==> src/rtl/array_order_check_if.sv <==
// rtl/array_order_check_if.sv - start/result handshake and register-file write bus for array_order_check
//
// Signals
//   go          start request, level-sampled while the checker is idle
//   array       base address of the array to scan
//   length      element count
//   descending  0 = ascending order required, 1 = descending
//   strict      1 = equal neighbours count as an inversion
//   wr_en       register file write enable
//   wr_addr     register file write address
//   wr_data     register file write data
//   busy        high while pairs are being compared
//   done        run complete, results valid
//   sorted      no inversion found in the last run
//   inv_index   offset k of the first inversion, pair (k, k+1)
//   inv_count   number of inversions in the last run
// Modports: master drives requests and writes; slave is the checker.
interface array_order_check_if #(
    parameter int DATA_W = 32,
    parameter int ADDR_W = 5
);
    logic              go;
    logic [ADDR_W-1:0] array;
    logic [ADDR_W-1:0] length;
    logic              descending;
    logic              strict;
    logic              wr_en;
    logic [ADDR_W-1:0] wr_addr;
    logic [DATA_W-1:0] wr_data;
    logic              busy;
    logic              done;
    logic              sorted;
    logic [ADDR_W-1:0] inv_index;
    logic [ADDR_W-1:0] inv_count;

    modport master (
        output go, array, length, descending, strict, wr_en, wr_addr, wr_data,
        input  busy, done, sorted, inv_index, inv_count
    );

    modport slave (
        input  go, array, length, descending, strict, wr_en, wr_addr, wr_data,
        output busy, done, sorted, inv_index, inv_count
    );
endinterface

==> src/rtl/array_order_check.sv <==
// rtl/array_order_check.sv - scans a register-file array for order inversions between neighbours
//
// Ports
//   clock  single clock, all state updates on the rising edge
//   reset  synchronous, active-high reset
//   bus    array_order_check_if.slave (start request, config, write port, results)
// Parameters
//   DATA_W element width (unsigned), ADDR_W register file address width (depth 2^ADDR_W)
// Configuration
//   ARRAY_ORDER_CHECK_COUNT_ALL_EN defined: scan every pair and count inversions.
//   Undefined: stop at the first inversion.
module array_order_check #(
    parameter int DATA_W = 32,
    parameter int ADDR_W = 5
) (
    input logic                 clock,
    input logic                 reset,
    array_order_check_if.slave  bus
);
    typedef enum logic [1:0] {IDLE, CHECK, DONE} state_t;

    state_t state, state_nx;

    logic [DATA_W-1:0] regs [2**ADDR_W];

    logic [ADDR_W-1:0] base_r;
    logic [ADDR_W-1:0] len_r;
    logic              desc_r;
    logic              strict_r;
    logic [ADDR_W-1:0] k;
    logic              short_run;
    logic              done_r;
    logic              sorted_r;
    logic [ADDR_W-1:0] inv_index_r;
    logic [ADDR_W-1:0] inv_count_r;

    logic [ADDR_W-1:0] addr_a, addr_b;
    logic [DATA_W-1:0] elem_a, elem_b;
    logic              inversion;
    logic              last_pair;
    logic              early_exit;

    // Contents survive reset; the write lands after this cycle's compare,
    // so a same-cycle read always sees the old word.
    always_ff @(posedge clock) begin
        if (bus.wr_en) begin
            regs[bus.wr_addr] <= bus.wr_data;
        end
    end

    // Address arithmetic wraps naturally at ADDR_W bits.
    assign addr_a = base_r + k;
    assign addr_b = addr_a + ADDR_W'(1);
    assign elem_a = regs[addr_a];
    assign elem_b = regs[addr_b];

    always_comb begin
        inversion = 1'b0;
        case ({desc_r, strict_r})
            2'b00:   inversion = elem_a >  elem_b;
            2'b01:   inversion = elem_a >= elem_b;
            2'b10:   inversion = elem_a <  elem_b;
            default: inversion = elem_a <= elem_b;
        endcase
    end

    // CHECK is only entered with len_r >= 2, so len_r - 2 cannot underflow there.
    assign last_pair = (k == len_r - ADDR_W'(2));

`ifdef ARRAY_ORDER_CHECK_COUNT_ALL_EN
    assign early_exit = 1'b0;
`else
    assign early_exit = inversion;
`endif

    always_ff @(posedge clock) begin
        if (reset) begin
            state <= IDLE;
        end else begin
            state <= state_nx;
        end
    end

    always_comb begin
        state_nx = state;
        case (state)
            IDLE: begin
                if (bus.go) begin
                    state_nx = (bus.length <= ADDR_W'(1)) ? DONE : CHECK;
                end
            end
            CHECK: begin
                if (last_pair || early_exit) begin
                    state_nx = DONE;
                end
            end
            DONE: begin
                // A short run publishes its result one edge after accept; hold DONE for that edge.
                if (!short_run && !bus.go) begin
                    state_nx = IDLE;
                end
            end
            default: state_nx = IDLE;
        endcase
    end

    always_ff @(posedge clock) begin
        if (reset) begin
            base_r      <= '0;
            len_r       <= '0;
            desc_r      <= 1'b0;
            strict_r    <= 1'b0;
            k           <= '0;
            short_run   <= 1'b0;
            done_r      <= 1'b0;
            sorted_r    <= 1'b0;
            inv_index_r <= '0;
            inv_count_r <= '0;
        end else begin
            case (state)
                IDLE: begin
                    if (bus.go) begin
                        base_r      <= bus.array;
                        len_r       <= bus.length;
                        desc_r      <= bus.descending;
                        strict_r    <= bus.strict;
                        k           <= '0;
                        short_run   <= (bus.length <= ADDR_W'(1));
                        done_r      <= 1'b0;
                        sorted_r    <= 1'b0;
                        inv_index_r <= '0;
                        inv_count_r <= '0;
                    end
                end
                CHECK: begin
                    if (inversion) begin
`ifdef ARRAY_ORDER_CHECK_COUNT_ALL_EN
                        if (inv_count_r == '0) begin
                            inv_index_r <= k;
                        end
                        if (inv_count_r != '1) begin
                            inv_count_r <= inv_count_r + ADDR_W'(1);
                        end
`else
                        inv_index_r <= k;
                        inv_count_r <= ADDR_W'(1);
`endif
                    end
                    if (last_pair || early_exit) begin
                        done_r   <= 1'b1;
                        sorted_r <= !inversion && (inv_count_r == '0);
                    end else begin
                        k <= k + ADDR_W'(1);
                    end
                end
                DONE: begin
                    if (short_run) begin
                        short_run <= 1'b0;
                        done_r    <= 1'b1;
                        sorted_r  <= 1'b1;
                    end
                end
                default: ;
            endcase
        end
    end

    assign bus.busy      = (state == CHECK);
    assign bus.done      = done_r;
    assign bus.sorted    = sorted_r;
    assign bus.inv_index = inv_index_r;
    assign bus.inv_count = inv_count_r;
endmodule

==> src/flat_wrapper.sv <==
// flat-port wrapper written by rule: the top's interface ports become plain ports
module array_order_check_flat 
#(
    parameter int DATA_W = 32,
    parameter int ADDR_W = 5
)
  (clock, reset, bus_go, bus_array, bus_length, bus_descending, bus_strict, bus_wr_en, bus_wr_addr, bus_wr_data, bus_busy, bus_done, bus_sorted, bus_inv_index, bus_inv_count);
  array_order_check_if #(.DATA_W(DATA_W), .ADDR_W(ADDR_W)) bus_i ();
  input logic clock;
  input logic reset;
  input wire logic [$bits(bus_i.go)-1:0] bus_go;
  input wire logic [$bits(bus_i.array)-1:0] bus_array;
  input wire logic [$bits(bus_i.length)-1:0] bus_length;
  input wire logic [$bits(bus_i.descending)-1:0] bus_descending;
  input wire logic [$bits(bus_i.strict)-1:0] bus_strict;
  input wire logic [$bits(bus_i.wr_en)-1:0] bus_wr_en;
  input wire logic [$bits(bus_i.wr_addr)-1:0] bus_wr_addr;
  input wire logic [$bits(bus_i.wr_data)-1:0] bus_wr_data;
  output wire logic [$bits(bus_i.busy)-1:0] bus_busy;
  output wire logic [$bits(bus_i.done)-1:0] bus_done;
  output wire logic [$bits(bus_i.sorted)-1:0] bus_sorted;
  output wire logic [$bits(bus_i.inv_index)-1:0] bus_inv_index;
  output wire logic [$bits(bus_i.inv_count)-1:0] bus_inv_count;
  assign bus_i.go = bus_go;
  assign bus_i.array = bus_array;
  assign bus_i.length = bus_length;
  assign bus_i.descending = bus_descending;
  assign bus_i.strict = bus_strict;
  assign bus_i.wr_en = bus_wr_en;
  assign bus_i.wr_addr = bus_wr_addr;
  assign bus_i.wr_data = bus_wr_data;
  assign bus_busy = bus_i.busy;
  assign bus_done = bus_i.done;
  assign bus_sorted = bus_i.sorted;
  assign bus_inv_index = bus_i.inv_index;
  assign bus_inv_count = bus_i.inv_count;
  array_order_check #(.DATA_W(DATA_W), .ADDR_W(ADDR_W)) u_core (.clock(clock), .reset(reset), .bus(bus_i));
endmodule
==> config.mk <==
export PLATFORM = sky130hd
export DESIGN_NAME = array_order_check_flat
export DESIGN_NICKNAME = d
export VERILOG_FILES = /design/src/rtl/array_order_check_if.sv /design/src/rtl/array_order_check.sv /design/src/flat_wrapper.sv
export SDC_FILE = /design/constraint.sdc
export NUM_CORES = 2
export LEC_CHECK = 0
export ABC_AREA = 1
export CAP_MARGIN = 30
export CORE_MARGIN = 3
export CORE_UTILIZATION = 41
export DETAILED_ROUTE_END_ITERATION = 16
export PLACE_DENSITY_LB_ADDON = 0.3
export SKIP_LAST_GASP = 1
export SYNTH_ARGS = -nofsm -noshare
export SYNTH_HDL_FRONTEND = slang
export SYNTH_SLANG_ARGS = --single-unit
==> constraint.sdc <==
create_clock -name clock -period 6.5 [get_ports clock]
set_input_delay 1.3 -clock clock [delete_from_list [all_inputs] [get_ports clock]]
set_output_delay 1.3 -clock clock [all_outputs]
set_load 0.02 [all_outputs]
# Word-level counts from Yosys, hierarchy flattened
# Memories as Yosys holds them, arrays and structs flattened.
# Index checks and enable logic that the tools add are counted.
# classes
addsub	4
magnitude_cmp	5
eq_ne	11
muxes	23
n_reduce_logical	18
# ops
operator	count
$ge 32x32->1	1
$gt 32x32->1	1
$le 32x32->1	1
$lt 32x32->1	1
$pmux 5 s2	3
$mux 5	4
$add 5x1->5 const B	2
$pmux 1 s3	3
$reduce_and 3->1	3
$mux 2	4
$ne 2x1->1 const B	4
$mux 1	7
$pmux 2 s3	1
$add 5x5->5	1
$eq 5x5->1	1
$le 5x1->1 const B	1
$logic_not 5->1	1
$sub 5x2->5 const B	1
$eq 2x1->1 const B	2
$eq 2x2->1 const B	2
$logic_not 2->1	2
$ne 2x2->1 const B	2
$reduce_and 2->1	2
$reduce_and 4->1	1
6 further kinds	10
# word_totals
regBits	32
ram_bits	1024
input_bits	53
out_inout_bits	13
word_cells	73
n_memories	1
# memory_table
name	depth	word_bits	read_ports	rd_ports_with_merged_regs	wr	line_no	text
u_core.regs	32	32	2	0	1	array_order_check.sv:24	logic [DATA_W-1:0] regs [2**ADDR_W];

# Depth between registers and ports, before layout
# An unclocked memory read counts as a cell.
# logic_depth
ltp_word	9
depth_mapped	38
depth_no_buf	31

# Least setup slack after synthesis
# OpenSTA, ideal clock, no wires.
# synth_path
path_kind	reg2reg
start	reg u_core.k[0]
end	reg u_core.inv_index_r[0] (netlist: u_core.bus.inv_index[0])
setup_time_ps	70
arrival_time_ps	5456
required_time_ps	6430
slack_ps	974
stages_incl_launch_ff	32
path_buffers	7
synth_period_minus_slack_ps	5526
path_cell_list	dfxtp_1 -> ha_1 -> inv_1 -> fa_1 -> clkbuf_1 -> clkinv_1 -> clkbuf_1 -> clkbuf_1 -> clkbuf_1 -> ha_1 -> clkbuf_1 -> clkbuf_1 -> clkbuf_1 -> a21oi_1 -> a221oi_1 -> o221ai_1 -> o31ai_1 -> inv_1 -> ha_1 -> nand2_1 -> inv_1 -> nand3_1 -> nor3_1 -> nor2b_1 -> nand2_1 -> nand2_1 -> a21oi_1 -> nor2_1 -> inv_1 -> o21ai_0 -> nand2_1 -> a21oi_1
# synth_between
elab_chain_len	7
word_cells_on_any_way	12
cone_classes	add/sub (2); order compare (4); eq/ne (1); mux (3); reduce/logical (1); memory (1)
# synth_lines
item	line_no	text
start: declaration	array_order_check.sv:30	logic [ADDR_W-1:0] k;
start signal: assignment	array_order_check.sv:153	k <= k + ADDR_W'(1);
$add 5x5->5	array_order_check.sv:52	assign addr_a = base_r + k;
$add 5x1->5	array_order_check.sv:53	assign addr_b = addr_a + ADDR_W'(1);
$mem_v2 32x32	n/a	
$le 32x32->1 (tied with other cells)	array_order_check.sv:63	default: inversion = elem_a <= elem_b;
$pmux 1 s3	array_order_check.sv:59	case ({desc_r, strict_r})
$ne 2x1->1 (no source line)	n/a	
$reduce_and 3->1 (no source line)	n/a	
end signal: assignment	array_order_check.sv:145	inv_index_r <= k;
end: declaration	array_order_check.sv:34	logic [ADDR_W-1:0] inv_index_r;
# Several ways; a longest one is shown, not always the timed one. The select of a mux whose other input is x is not followed.
# A chain may end at the register's enable or synchronous reset.

# Worst setup path after layout
# layout_path
start	reg u_core.k[0]
end	reg u_core.k[1]
# layout_between
elab_chain_len	8
word_cells_on_any_way	15
cone_classes	add/sub (3); order compare (4); eq/ne (2); mux (3); reduce/logical (2); memory (1)
# layout_lines
item	line_no	text
$add 5x5->5	array_order_check.sv:52	
$add 5x1->5	array_order_check.sv:53	
$mem_v2 32x32	n/a	
$le 32x32->1 (tied with other cells)	array_order_check.sv:63	
$pmux 1 s3	array_order_check.sv:59	
$logic_or 1x1->1	array_order_check.sv:149	if (last_pair || early_exit) begin
$ne 2x2->1 (no source line)	n/a	
$reduce_and 3->1 (no source line)	n/a	
# Several ways; a longest one is shown, not always the timed one. The select of a mux whose other input is x is not followed.

==> metrics.md <==
| Metric | Value |
|---|---|
| Syn avg cell area | 9.874 um2 |
| Final setup viols | 0 |
| Pwr dens | 503.2 nW/um2 |
| Vias | 42334 |
| CP max FO | 45 |
| Required time of the critical path | 7.13 ns |
| Clock Skew | 0.02793 ns |
| Routed WL per cell | 25.20 um |
| Site Rows | 129 |
| Post-synthesis cell type count | 47 |
| Share of the synthesized area in the top cell type | 0.5926 |
| Clock Pin Slew Worst Setup and Hold Paths | 0.06 ns |
| Yosys Warn Count | 0 |
| Worst EP arrival | 6.72 ns |
| Number of synthesized register bits | 1052 |
| Outcome | finished clean |
| Global-route wire length before repair | 251700 um |
| Drt drc | 0 |
| Top FF cell, synth | edfxtp_1 |
| Final worst-path cycle share | 0.9375 |
| Root Buffer | clkbuf_16 |
| Max VDD drop | 0.5773 mV |
| Gr usage total | 0.2550 |
| Post-cts sizing count | 0 |
| # port buffers | 61 |
| Initial DRC count | 6364 |
| DP Worst Slack | 0.5022 ns |
| Post-route setup slack | 0.4065 ns |
| Overall power | 29.43 mW |
| Cell Area, Synth | 51890 um2 |
| Most common cell in the synthesized netlist | edfxtp_1 |
| Skew-Pair Late Insertion Delay | 0.73 ns |
| Area contributors post-synth | edfxtp_1 59%, o21ai_0 8.9%, a21oi_1 6.7%, nand2_1 4.6%, nor2_1 3.0% |
| Share of cells above drive strength 1 | 0.07065 |
| Slew HR | 0.2814 |
| Antenna viol nets, final | 0 |
| Die ar. | 130900 um2 |
| Hold-fix buffers, CTS | 0 |
| Die width | 361.8 um |
| Area after DPL | 54760 um2 |
| Yosys top cell by area | edfxtp_1 |
| Routability cong. | 0.8836 |
| Max cap viols | 0 |
| Final hold violations | 0 |
| Worst-Margin Slew | 1.075 ns |
| Routed Wire Length | 173000 um |
| RSZ-0062 raised after global routing | false |
| Hold WC Path Type | reg -> reg |
| # placed instances | 6647 |
| Initial DRT Pass Iterations | 7 |
| Async SR Flop Fraction | 0 |
| Total grt overflow | 0 |
| Antenna violations before repair | 6 |
| Total Neg Setup Slack | 0 ns |
| Nets | 5227 |
| CP Capture Type | register |
| IO Count | 66 |
| Bufs on Longest Clock Path | 3 |
| CTS sink cnt | 1052 |
| Area Overhead vs Synth | 12.70% |
| CTS tree | done |
| Routed vias/inst | 6.167 |
| F_max | 0.1641 GHz |
| Largest net degree at the start of global routing | 235 |
| Crit path kind | reg -> reg |
| Vias in the first global route | 38949 |
| Leak pwr | 19.88 nW |
| Post-CTS Repair Setup Buffers | 0 |
| Final instance area | 58480 um2 |
| Final Instance Count excl. Fillers | 6865 |
| Die height | 361.8 um |
| Sequential area share after synthesis | 0.6034 |
| Top cells by count, synth | 1024 x edfxtp_1, 920 x o21ai_0, 697 x a21oi_1 |
| Area of the multi-input gates | 18020 um2 |
| H-tree Lvls | 3 |
| Minimum clock period | 6.094 ns |
| Register area | 31310 um2 |
| HPWL after DPL | 92950 um |
| Area of the core | 124600 um2 |
| Number of fill cells in the layout | 11383 |
| Fin. max-slew vios | 0 |
| Synth Instances | 5255 |
| Worst setup SP type | register |
| Starting Density | 0.4164 |
| Post-synth EDFFs | 1024 |
| Num CTS Buffers | 113 |
[worst max-delay path: stages (launching register included)]
cell and delay, ns:
dfxtp_1 0.51, ha_4 0.19, inv_1 0.04, fa_4 0.47
xnor2_4 0.43, buf_4 0.79, buf_4 0.53, o21ai_0 0.19
o22ai_1 0.19, nand2_1 0.07, a32o_1 0.28, ha_1 0.42
nand2_1 0.11, nor2_1 0.14, nand4_1 0.17, nor2_1 0.21
nand2_1 0.11, nand3_1 0.08, nand2_1 0.06, nor2_1 0.19
buf_4 0.21, nand2_1 0.09, a21oi_1 0.13, buf_4 0.15
nand3_1 0.06, a21oi_1 0.14
[power by group]
group / switching, mW / internal [mW]
Sequential: 0.0636 / 7.56
Combinational: 10.7 / 4.84
Clock: 2.74 / 3.54
[state kept, by name, indices dropped and copies added, names as in the netlist]
| signal | count |
|---|---|
| u_core.short_run | 1 |
| u_core.desc_r | 1 |
| u_core.regs | 1024 |
| u_core.bus.sorted | 1 |
| u_core.len_r | 5 |
| u_core.bus.inv_count | 1 |
| u_core.state | 2 |
| u_core.bus.done | 1 |
| u_core.bus.inv_index | 5 |
| u_core.base_r | 5 |
| u_core.k | 5 |
| u_core.strict_r | 1 |
[routing by layer]
metal | part of all wire | vias up | track usage
met5 | 0.00012 | - | 0
met1 | 0.39 | 20446 | 0.3390
li1 | - | 18955 | -
met3 | 0.11 | 462 | 0.04412
met2 | 0.46 | 2469 | 0.4108
met4 | 0.047 | 2 | 0.1138
[kinds of logic (layout without fill, tap and decap cells)]
family,after synthesis,after routing,synth area share
and+or+nand+nor,1396,1396,0.1096
AOI/OAI and AO/OA,2002,2002,0.2170
xor gates and xnor gates,15,15,0.003328
adders and majority gates,44,44,0.01075
buffers and inverters,745,710,0.05587
other,1,9,0.00007227
DFF,1052,1052,0.6034
[placed cells by master (no fill, tap or decap), drive strengths merged, types with 34 or more instances in the layout]
cell type	instances
a32o	71
nand3	311
a221oi	34
clkdlybuf4s50	61
ha	43
inv	300
nor2	421
buf	140
a21oi	697
clkinv	56
nand2	637
clkbuf	142
edfxtp	1024
o221ai	60
o21ai	945
o211ai	93
[final timing paths]
check / start / end / slack [ns] / cells after the start
max reg2reg: u_core.k[0] / u_core.k[1] / 0.41 / 25
min reg2reg: u_core.bus.sorted / u_core.bus.sorted / 0.46 / 2
max: u_core.k[0] / u_core.k[1] / 0.41 / 25
min: u_core.bus.sorted / u_core.bus.sorted / 0.46 / 2
[stage by stage]
step	util	hold slack, ns
4_1_cts	0.4680	0.4664
3_5_place_dp	0.4394	0.4573
6_report	0.4693	0.4643
3_3_place_gp	0.4362	0.4609
2_1_floorplan	-	0.4441
5_1_grt	0.4693	0.4887
[layout make-up]
cell class	count	area share
repair buffers	202	0.04029
clock inverters	67	0.01029
inverters	300	0.02022
diodes	5	0.0002140
clock buffers	141	0.05049
flip-flops and latches	1052	0.5354
multi-input cells	3461	0.3081
well taps	1637	0.03502
(Power assumes the default switching activity.)
